**src/rtl/mastermind_pkg.sv**
```systemverilog
// rtl/mastermind_pkg.sv - shared types and encodings for the Mastermind controller
//
// Purpose: FSM state enum, code geometry, winner and player encodings, and a
//          helper that turns two final scores into a winner code.
// Ports:   none (package).

package mastermind_pkg;

  localparam int DIGITS  = 4;
  localparam int DIGIT_W = 3;

  typedef enum logic [2:0] {
    IDLE      = 3'd0,
    CODE      = 3'd1,
    GUESS     = 3'd2,
    ROUND_END = 3'd3,
    GAME_OVER = 3'd4
  } state_t;

  localparam logic [1:0] WIN_NONE = 2'b00;
  localparam logic [1:0] WIN_A    = 2'b01;
  localparam logic [1:0] WIN_B    = 2'b10;
  localparam logic [1:0] WIN_TIE  = 2'b11;

  localparam logic PLAYER_A = 1'b0;
  localparam logic PLAYER_B = 1'b1;

  // Scores are zero-extended to 16 bits by the caller so one helper serves
  // every SCORE_W up to 16.
  function automatic logic [1:0] winner_of(input logic [15:0] a, input logic [15:0] b);
    if (a > b)      return WIN_A;
    else if (b > a) return WIN_B;
    else            return WIN_TIE;
  endfunction

endpackage

```
**src/rtl/mastermind_game_ctrl_if.sv**
```systemverilog
// rtl/mastermind_game_ctrl_if.sv - handshake/status bundle between the game controller and its peers
//
// Purpose: groups the start/code/guess handshakes and the phase, counter and
//          score outputs of mastermind_game_ctrl.
// Modports:
//   master - environment side: drives start, code_valid, guess_valid, exact
//   slave  - controller side: receives the above, drives take_code, guess_req,
//            active_p, guess_num, round_num, score_a, score_b, round_over,
//            game_over, winner

interface mastermind_game_ctrl_if #(
  parameter int DIGITS      = 4,
  parameter int MAX_GUESSES = 7,
  parameter int ROUNDS      = 4,
  parameter int SCORE_W     = 5
);

  localparam int EXACT_W = $clog2(DIGITS + 1);
  localparam int GNUM_W  = $clog2(MAX_GUESSES + 1);
  localparam int RNUM_W  = $clog2(ROUNDS + 1);

  logic               start;
  logic               code_valid;
  logic               guess_valid;
  logic [EXACT_W-1:0] exact;
  logic               take_code;
  logic               guess_req;
  logic               active_p;
  logic [GNUM_W-1:0]  guess_num;
  logic [RNUM_W-1:0]  round_num;
  logic [SCORE_W-1:0] score_a;
  logic [SCORE_W-1:0] score_b;
  logic               round_over;
  logic               game_over;
  logic [1:0]         winner;

  modport master (
    output start, code_valid, guess_valid, exact,
    input  take_code, guess_req, active_p, guess_num, round_num,
           score_a, score_b, round_over, game_over, winner
  );

  modport slave (
    input  start, code_valid, guess_valid, exact,
    output take_code, guess_req, active_p, guess_num, round_num,
           score_a, score_b, round_over, game_over, winner
  );

endinterface

```
**src/rtl/sat_score_counter.sv**
```systemverilog
// rtl/sat_score_counter.sv - saturating per-player score counter
//
// Purpose: adds 0, 1 or 2 per cycle and sticks at the all-ones value.
// Ports:
//   clk    in  system clock
//   reset  in  synchronous active-high reset
//   clear  in  synchronous clear (new game); wins over inc
//   inc    in  increment amount 0..2
//   score  out current score

module sat_score_counter #(
  parameter int SCORE_W = 5
) (
  input  logic               clk,
  input  logic               reset,
  input  logic               clear,
  input  logic [1:0]         inc,
  output logic [SCORE_W-1:0] score
);

  localparam logic [SCORE_W:0] SAT_MAX = {1'b0, {SCORE_W{1'b1}}};

  // One extra bit so an overflow is visible before it wraps.
  logic [SCORE_W:0] sum;
  assign sum = {1'b0, score} + (SCORE_W + 1)'(inc);

  always_ff @(posedge clk) begin
    if (reset || clear) begin
      score <= '0;
    end else if (sum > SAT_MAX) begin
      score <= {SCORE_W{1'b1}};
    end else begin
      score <= sum[SCORE_W-1:0];
    end
  end

endmodule

```
**src/rtl/mastermind_game_ctrl.sv**
```systemverilog
// rtl/mastermind_game_ctrl.sv - round/turn sequencer for the Mastermind machine
//
// Purpose: runs ROUNDS rounds, alternating the code maker between A and B;
//          per round collects one secret code then guesses until a full match
//          or MAX_GUESSES, scoring the maker, and declares the winner.
// Ports:
//   clk    in  system clock
//   reset  in  synchronous active-high reset
//   bus    slave side of mastermind_game_ctrl_if (handshakes in, phase,
//          counters, scores and winner out)

module mastermind_game_ctrl #(
  parameter int DIGITS      = mastermind_pkg::DIGITS,
  parameter int MAX_GUESSES = 7,
  parameter int ROUNDS      = 4,
  parameter int SCORE_W     = 5
) (
  input  logic                  clk,
  input  logic                  reset,
  mastermind_game_ctrl_if.slave bus
);

  import mastermind_pkg::*;

  localparam int EXACT_W = $clog2(DIGITS + 1);
  localparam int GNUM_W  = $clog2(MAX_GUESSES + 1);
  localparam int RNUM_W  = $clog2(ROUNDS + 1);

  state_t             state;
  logic               take_code_q;
  logic               guess_req_q;
  logic               round_over_q;
  logic               game_over_q;
  logic               active_p_q;
  logic [1:0]         winner_q;
  logic [GNUM_W-1:0]  guess_num_q;
  logic [RNUM_W-1:0]  round_num_q;
  logic [SCORE_W-1:0] score_a;
  logic [SCORE_W-1:0] score_b;

  logic              start_ok;
  logic              guess_ok;
  logic              full_match;
  logic              last_guess;
  logic [GNUM_W-1:0] guess_num_next;
  logic [1:0]        inc_a;
  logic [1:0]        inc_b;

  // A start is only honoured between games; it also clears both scores.
  assign start_ok = bus.start && (state == IDLE || state == GAME_OVER);
  assign guess_ok = bus.guess_valid && (state == GUESS);

  // exact values above DIGITS simply fail this compare, i.e. count as a miss.
  assign full_match     = (bus.exact == EXACT_W'(DIGITS));
  assign guess_num_next = guess_num_q + 1'b1;
  assign last_guess     = (guess_num_next == GNUM_W'(MAX_GUESSES));

  // Every consumed guess earns the maker 1; a breaker who exhausts all
  // guesses without a match earns the maker a bonus point on top.
  always_comb begin
    inc_a = 2'd0;
    inc_b = 2'd0;
    if (guess_ok) begin
      if (active_p_q == PLAYER_A) inc_a = (!full_match && last_guess) ? 2'd2 : 2'd1;
      else                        inc_b = (!full_match && last_guess) ? 2'd2 : 2'd1;
    end
  end

  sat_score_counter #(.SCORE_W(SCORE_W)) u_score_a (
    .clk   (clk),
    .reset (reset),
    .clear (start_ok),
    .inc   (inc_a),
    .score (score_a)
  );

  sat_score_counter #(.SCORE_W(SCORE_W)) u_score_b (
    .clk   (clk),
    .reset (reset),
    .clear (start_ok),
    .inc   (inc_b),
    .score (score_b)
  );

  // Phase outputs are registered alongside the state so they always equal a
  // decode of the state being entered.
  always_ff @(posedge clk) begin
    if (reset) begin
      state        <= IDLE;
      take_code_q  <= 1'b0;
      guess_req_q  <= 1'b0;
      round_over_q <= 1'b0;
      game_over_q  <= 1'b0;
      active_p_q   <= PLAYER_A;
      winner_q     <= WIN_NONE;
      guess_num_q  <= '0;
      round_num_q  <= '0;
    end else begin
      round_over_q <= 1'b0;
      case (state)
        IDLE, GAME_OVER: begin
          if (bus.start) begin
            state       <= CODE;
            take_code_q <= 1'b1;
            game_over_q <= 1'b0;
            winner_q    <= WIN_NONE;
            active_p_q  <= PLAYER_A;
            guess_num_q <= '0;
            round_num_q <= '0;
          end
        end
        CODE: begin
          if (bus.code_valid) begin
            state       <= GUESS;
            take_code_q <= 1'b0;
            guess_req_q <= 1'b1;
            guess_num_q <= '0;
          end
        end
        GUESS: begin
          if (bus.guess_valid) begin
            guess_num_q <= guess_num_next;
            if (full_match || last_guess) begin
              state        <= ROUND_END;
              guess_req_q  <= 1'b0;
              round_over_q <= 1'b1;
            end
          end
        end
        ROUND_END: begin
          round_num_q <= round_num_q + 1'b1;
          if (round_num_q == RNUM_W'(ROUNDS - 1)) begin
            state       <= GAME_OVER;
            game_over_q <= 1'b1;
            // Scores are already final: the last increment landed on the
            // edge that entered ROUND_END.
            winner_q    <= winner_of(16'(score_a), 16'(score_b));
          end else begin
            state       <= CODE;
            take_code_q <= 1'b1;
            active_p_q  <= ~active_p_q;
          end
        end
        default: begin
          state        <= IDLE;
          take_code_q  <= 1'b0;
          guess_req_q  <= 1'b0;
          game_over_q  <= 1'b0;
          winner_q     <= WIN_NONE;
        end
      endcase
    end
  end

  assign bus.take_code  = take_code_q;
  assign bus.guess_req  = guess_req_q;
  assign bus.round_over = round_over_q;
  assign bus.game_over  = game_over_q;
  assign bus.active_p   = active_p_q;
  assign bus.winner     = winner_q;
  assign bus.guess_num  = guess_num_q;
  assign bus.round_num  = round_num_q;
  assign bus.score_a    = score_a;
  assign bus.score_b    = score_b;

endmodule

```
**src/flat_wrapper.sv**
```systemverilog
// flat-port wrapper written by rule: the top's interface ports become plain ports
module mastermind_game_ctrl_flat import mastermind_pkg::*;
#(
  parameter int DIGITS      = mastermind_pkg::DIGITS,
  parameter int MAX_GUESSES = 7,
  parameter int ROUNDS      = 4,
  parameter int SCORE_W     = 5
)
  (clk, reset, bus_start, bus_code_valid, bus_guess_valid, bus_exact, bus_take_code, bus_guess_req, bus_active_p, bus_guess_num, bus_round_num, bus_score_a, bus_score_b, bus_round_over, bus_game_over, bus_winner);
  mastermind_game_ctrl_if #(.DIGITS(DIGITS), .MAX_GUESSES(MAX_GUESSES), .ROUNDS(ROUNDS), .SCORE_W(SCORE_W)) bus_i ();
  input  logic clk;
  input  logic reset;
  input wire logic [$bits(bus_i.start)-1:0] bus_start;
  input wire logic [$bits(bus_i.code_valid)-1:0] bus_code_valid;
  input wire logic [$bits(bus_i.guess_valid)-1:0] bus_guess_valid;
  input wire logic [$bits(bus_i.exact)-1:0] bus_exact;
  output wire logic [$bits(bus_i.take_code)-1:0] bus_take_code;
  output wire logic [$bits(bus_i.guess_req)-1:0] bus_guess_req;
  output wire logic [$bits(bus_i.active_p)-1:0] bus_active_p;
  output wire logic [$bits(bus_i.guess_num)-1:0] bus_guess_num;
  output wire logic [$bits(bus_i.round_num)-1:0] bus_round_num;
  output wire logic [$bits(bus_i.score_a)-1:0] bus_score_a;
  output wire logic [$bits(bus_i.score_b)-1:0] bus_score_b;
  output wire logic [$bits(bus_i.round_over)-1:0] bus_round_over;
  output wire logic [$bits(bus_i.game_over)-1:0] bus_game_over;
  output wire logic [$bits(bus_i.winner)-1:0] bus_winner;
  assign bus_i.start = bus_start;
  assign bus_i.code_valid = bus_code_valid;
  assign bus_i.guess_valid = bus_guess_valid;
  assign bus_i.exact = bus_exact;
  assign bus_take_code = bus_i.take_code;
  assign bus_guess_req = bus_i.guess_req;
  assign bus_active_p = bus_i.active_p;
  assign bus_guess_num = bus_i.guess_num;
  assign bus_round_num = bus_i.round_num;
  assign bus_score_a = bus_i.score_a;
  assign bus_score_b = bus_i.score_b;
  assign bus_round_over = bus_i.round_over;
  assign bus_game_over = bus_i.game_over;
  assign bus_winner = bus_i.winner;
  mastermind_game_ctrl #(.DIGITS(DIGITS), .MAX_GUESSES(MAX_GUESSES), .ROUNDS(ROUNDS), .SCORE_W(SCORE_W)) u_core (.clk(clk), .reset(reset), .bus(bus_i));
endmodule
```
**config.mk**
```make
export PLATFORM = sky130hd
export DESIGN_NAME = mastermind_game_ctrl_flat
export DESIGN_NICKNAME = d
export VERILOG_FILES = /design/src/rtl/mastermind_pkg.sv /design/src/rtl/mastermind_game_ctrl_if.sv /design/src/rtl/sat_score_counter.sv /design/src/rtl/mastermind_game_ctrl.sv /design/src/flat_wrapper.sv
export SDC_FILE = /design/constraint.sdc
export NUM_CORES = 1
export LEC_CHECK = 0
export CORE_UTILIZATION = 46
export DETAILED_ROUTE_END_ITERATION = 8
export PLACE_DENSITY_LB_ADDON = 0.3
export SLEW_MARGIN = 0
export SYNTH_ARGS = -nofsm -noshare
export SYNTH_HDL_FRONTEND = slang
export SYNTH_SLANG_ARGS = --single-unit
```
**constraint.sdc**
```tcl
create_clock -name clk -period 2.2 [get_ports clk]
set_input_delay 0.44 -clock clk [delete_from_list [all_inputs] [get_ports clk]]
set_output_delay 0.44 -clock clk [all_outputs]
set_load 0.1 [all_outputs]
```
==> results of run 1 <==
-- what timing repair did --
| action | 4_1_cts | 5_1_grt |
|---|---|---|
| pin swaps | 0 | 5 |
| setup endpoints to repair | 2 | 3 |
| buffers inserted | 0 | 1 |
| gates resized for setup | 6 | 10 |
-- per-stage QoR --
stage	TNS, ns	setup WS (ns)	util	instances
finish	-0.04797	-0.04797	0.6613	265
global route	-0.1989	-0.1058	0.6613	265
CTS	-0.00007505	-0.00007505	0.6468	264
detailed placement	-2.308	-0.4656	0.6254	260
global placement	-1.974	-0.3930	0.6254	260
floorplan	-0.1765	-0.08862	-	178
-- sequential cells by signal, indices dropped and copies added (netlist names) --
name	count
u_core.bus.take_code	1
u_core.u_score_a.score	5
u_core.bus.game_over	1
u_core.u_score_b.score	5
u_core.state	3
u_core.bus.active_p	1
u_core.bus.guess_num	3
u_core.bus.winner	2
u_core.bus.round_num	3
u_core.bus.round_over	1
u_core.bus.guess_req	1
-- cell usage in the layout, fill, tap and decap left out, types with 2 or more instances in the layout --
cell             synthesis  final
buf_4                    1     37
a21oi_1                 22     21
dfxtp_1                 26     21
inv_1                   13     12
nor2_1                  12     10
ha_1                    13     10
o21ai_1                  8      8
nand2_1                  8      7
nand4_1                  6      6
clkdlybuf4s50_1          0      6
nand2b_1                 5      5
nor2b_1                  4      4
o21ai_0                  4      4
nand3_1                  5      4
xor2_1                   3      3
and2_1                   3      3
nor3_2                   1      3
a21o_1                   3      3
nor3_1                   6      3
nand3b_1                 3      3
clkbuf_4                 0      3
dfxtp_4                  0      3
nor2_2                   0      2
and3_1                   2      2
inv_2                    1      2
a22oi_1                  2      2
a211oi_2                 0      2
a311oi_1                 2      2
fa_2                     0      2
ha_2                     0      2
dfxtp_2                  0      2
-- cell families after synthesis --
group | synth area share
buffers and inverters | 0.05414
XOR/XNOR | 0.02297
multiplexers | 0.007383
AND/OR/NAND/NOR | 0.2387
flip-flops | 0.3413
adder cells (fa/ha/maj) | 0.1329
AO/OA/AOI/OAI | 0.2026
-- area by class of cell --
class / count / area [µm²]
Fill cell: 292 / 1051
Multi-Input combinational cell: 132 / 1005
Sequential cell: 26 / 534.3
Timing Repair Buffer: 45 / 357.8
Tap cell: 44 / 55.05
Inverter: 14 / 52.55
Clock buffer: 4 / 47.55
-- worst min path at each step --
| stage | from | cells after the start | slack [ns] | to |
|---|---|---|---|---|
| 3_5_place_dp | u_core.bus.winner[0] | 2 | 0.47 | u_core.bus.winner[0] |
| 3_3_place_gp | u_core.bus.winner[0] | 2 | 0.46 | u_core.bus.winner[0] |
| 2_1_floorplan | reset | 3 | 0.61 | u_core.bus.guess_num[0] |
| 5_1_grt | u_core.bus.winner[0] | 2 | 0.50 | u_core.bus.winner[0] |
| 4_1_cts | u_core.bus.winner[0] | 2 | 0.49 | u_core.bus.winner[0] |
| 6_report | u_core.bus.winner[0] | 2 | 0.49 | u_core.bus.winner[0] |
-- where the power goes --
group,leakage [nW],switching [mW],internal [mW],total (mW)
Sequential,0.214,0.0135,0.481,0.495
Combinational,0.583,0.151,0.0791,0.231
Clock,0.0261,0.158,0.139,0.297
Total,0.823,0.323,0.699,1.02
-- per-layer routing --
| metal | global-route usage | share of wire | vias to the layer above |
|---|---|---|---|
| li1 | - | - | 728 |
| met1 | 0.2760 | 0.45 | 692 |
| met2 | 0.3756 | 0.50 | 38 |
| met3 | 0.02620 | 0.040 | 5 |
| met4 | 0.06977 | 0.012 | 0 |
| met5 | 0 | 0 | - |
-- worst max-delay path, cell delays in order, from the launching register on --
cell and delay, ns:
dfxtp_4 0.40, ha_4 0.14, xor2_1 0.17, nand2_2 0.09, a21oi_4 0.18, buf_6 0.14
nand3_2 0.08, fa_2 0.36, or3_4 0.37, nor3_4 0.15, a211oi_2 0.06
==> reports/qor.txt, run 1 <==
H-tree Lvls: 1
Die Wd: 59.58 µm
count leader, synth: dfxtp_1
Worst Clk Skew: 0.002639 ns
initial antenna violation count: 0
area post-placement: 1941 µm²
Final ANT Viol Nets: 0
Initial Util: 0.4915
num rows: 20
number of I/O pins: 31
vias in the first global route: 1380
share of layout cells above drive strength 1: 0.3167
Final WS setup: -0.04797 ns
Reg clk slew, reported paths: 0.15 ns
Max Buffers Root-to-Sink: 2
RSZ-0062 raised after global routing: true
final instance area: 2052 µm²
top-area cell type share of the netlist area: 0.3413
fin crit period: 2.248 ns
worst hold path type: flip-flop to flip-flop
Via density: 5.521
Hold Buf Count CTS: 0
CP endpoint kind: flip-flop
Mapped Nets: 201
routed len/inst: 13.75 µm
gr usage total: 0.2159
# setup viols final: 1
top cells by area, synth: dfxtp_1, ha_1, a21oi_1, inv_1, nor2_1
yosys warns: 0
flops & latches, synth: 26
Slew @ Worst Pin: 0.4443 ns
Worst R2R Path Depth: 10
cts bufs inserted: 3
synthesis-to-finish area growth: 34.54%
Syn Area/Cell: 8.569 µm²
Crit Path Category: flip-flop to flip-flop
Critical path origin: u_core.bus.guess_num[1]
Max Clk Rate: 444.8 MHz
first-pass GRT wire length: 5.913 mm
failing checks: setup timing
total power draw: 1.022 mW
DRT iter0 DRCs: 77
Data arrival, critical path: 2.47 ns
ys flop type: dfxtp_1
ANT cells: 0
Mapped Area: 1525 µm²
clock root buffer: clkbuf_4
max-cap violations: 0
Synth area leader: dfxtp_1
Synth cell types: 42
IO Port Bufs: 30
Seq/Total Area, Yosys: 0.3413
Die H: 59.58 µm
worst path required time: 2.43 ns
vias post-DR: 1463
R2R Path End: u_core.u_score_b.score[4]
grt ovf: 0
status: complete, but fails checks
Nets: 245
leakage power: 0.8228 nW
relative slew slack: 0.6995
Max FO, Critical Path: 4
Sink Count: 26
RR Startpoint: u_core.bus.guess_num[1]
Slew Limit Fails: 0
CTS tree: done
WL final: 3.645 mm
die area: 3550 µm²
worst skew pair latency: 0.33 ns
pwr dens: 498.3 nW/µm²
Final Wtd Congestion: 0.8942
Post-synth EDFFs: 0
Startpoint Class: flip-flop
worst setup path endpoint: u_core.u_score_b.score[4]
flop-to-flop setup slack: -0.05 ns
DRT Pass-1 Iters: 4
synth cell count leaders: dfxtp_1, a21oi_1, ha_1, inv_1, nor2_1
Post-synth ARST share: 0
Final Hold Viols: 0
post-synthesis cell count: 178
HPWL after DPL: 2.643 mm
Fin Hold WS: 0.4891 ns
largest net degree at the start of global routing: 16
Peak supply drop: 0.0002514 V
crit share post-route: 1.022
core area: 3103 µm²
DRC errors left: 0
Power figures use the tool's default switching activity.
==> inputs of run 2 (changes only) <==
- ABC_AREA: unset -> 0
==> results of run 2 <==
Final layout, timing and power as in run 1 (identical DEF).
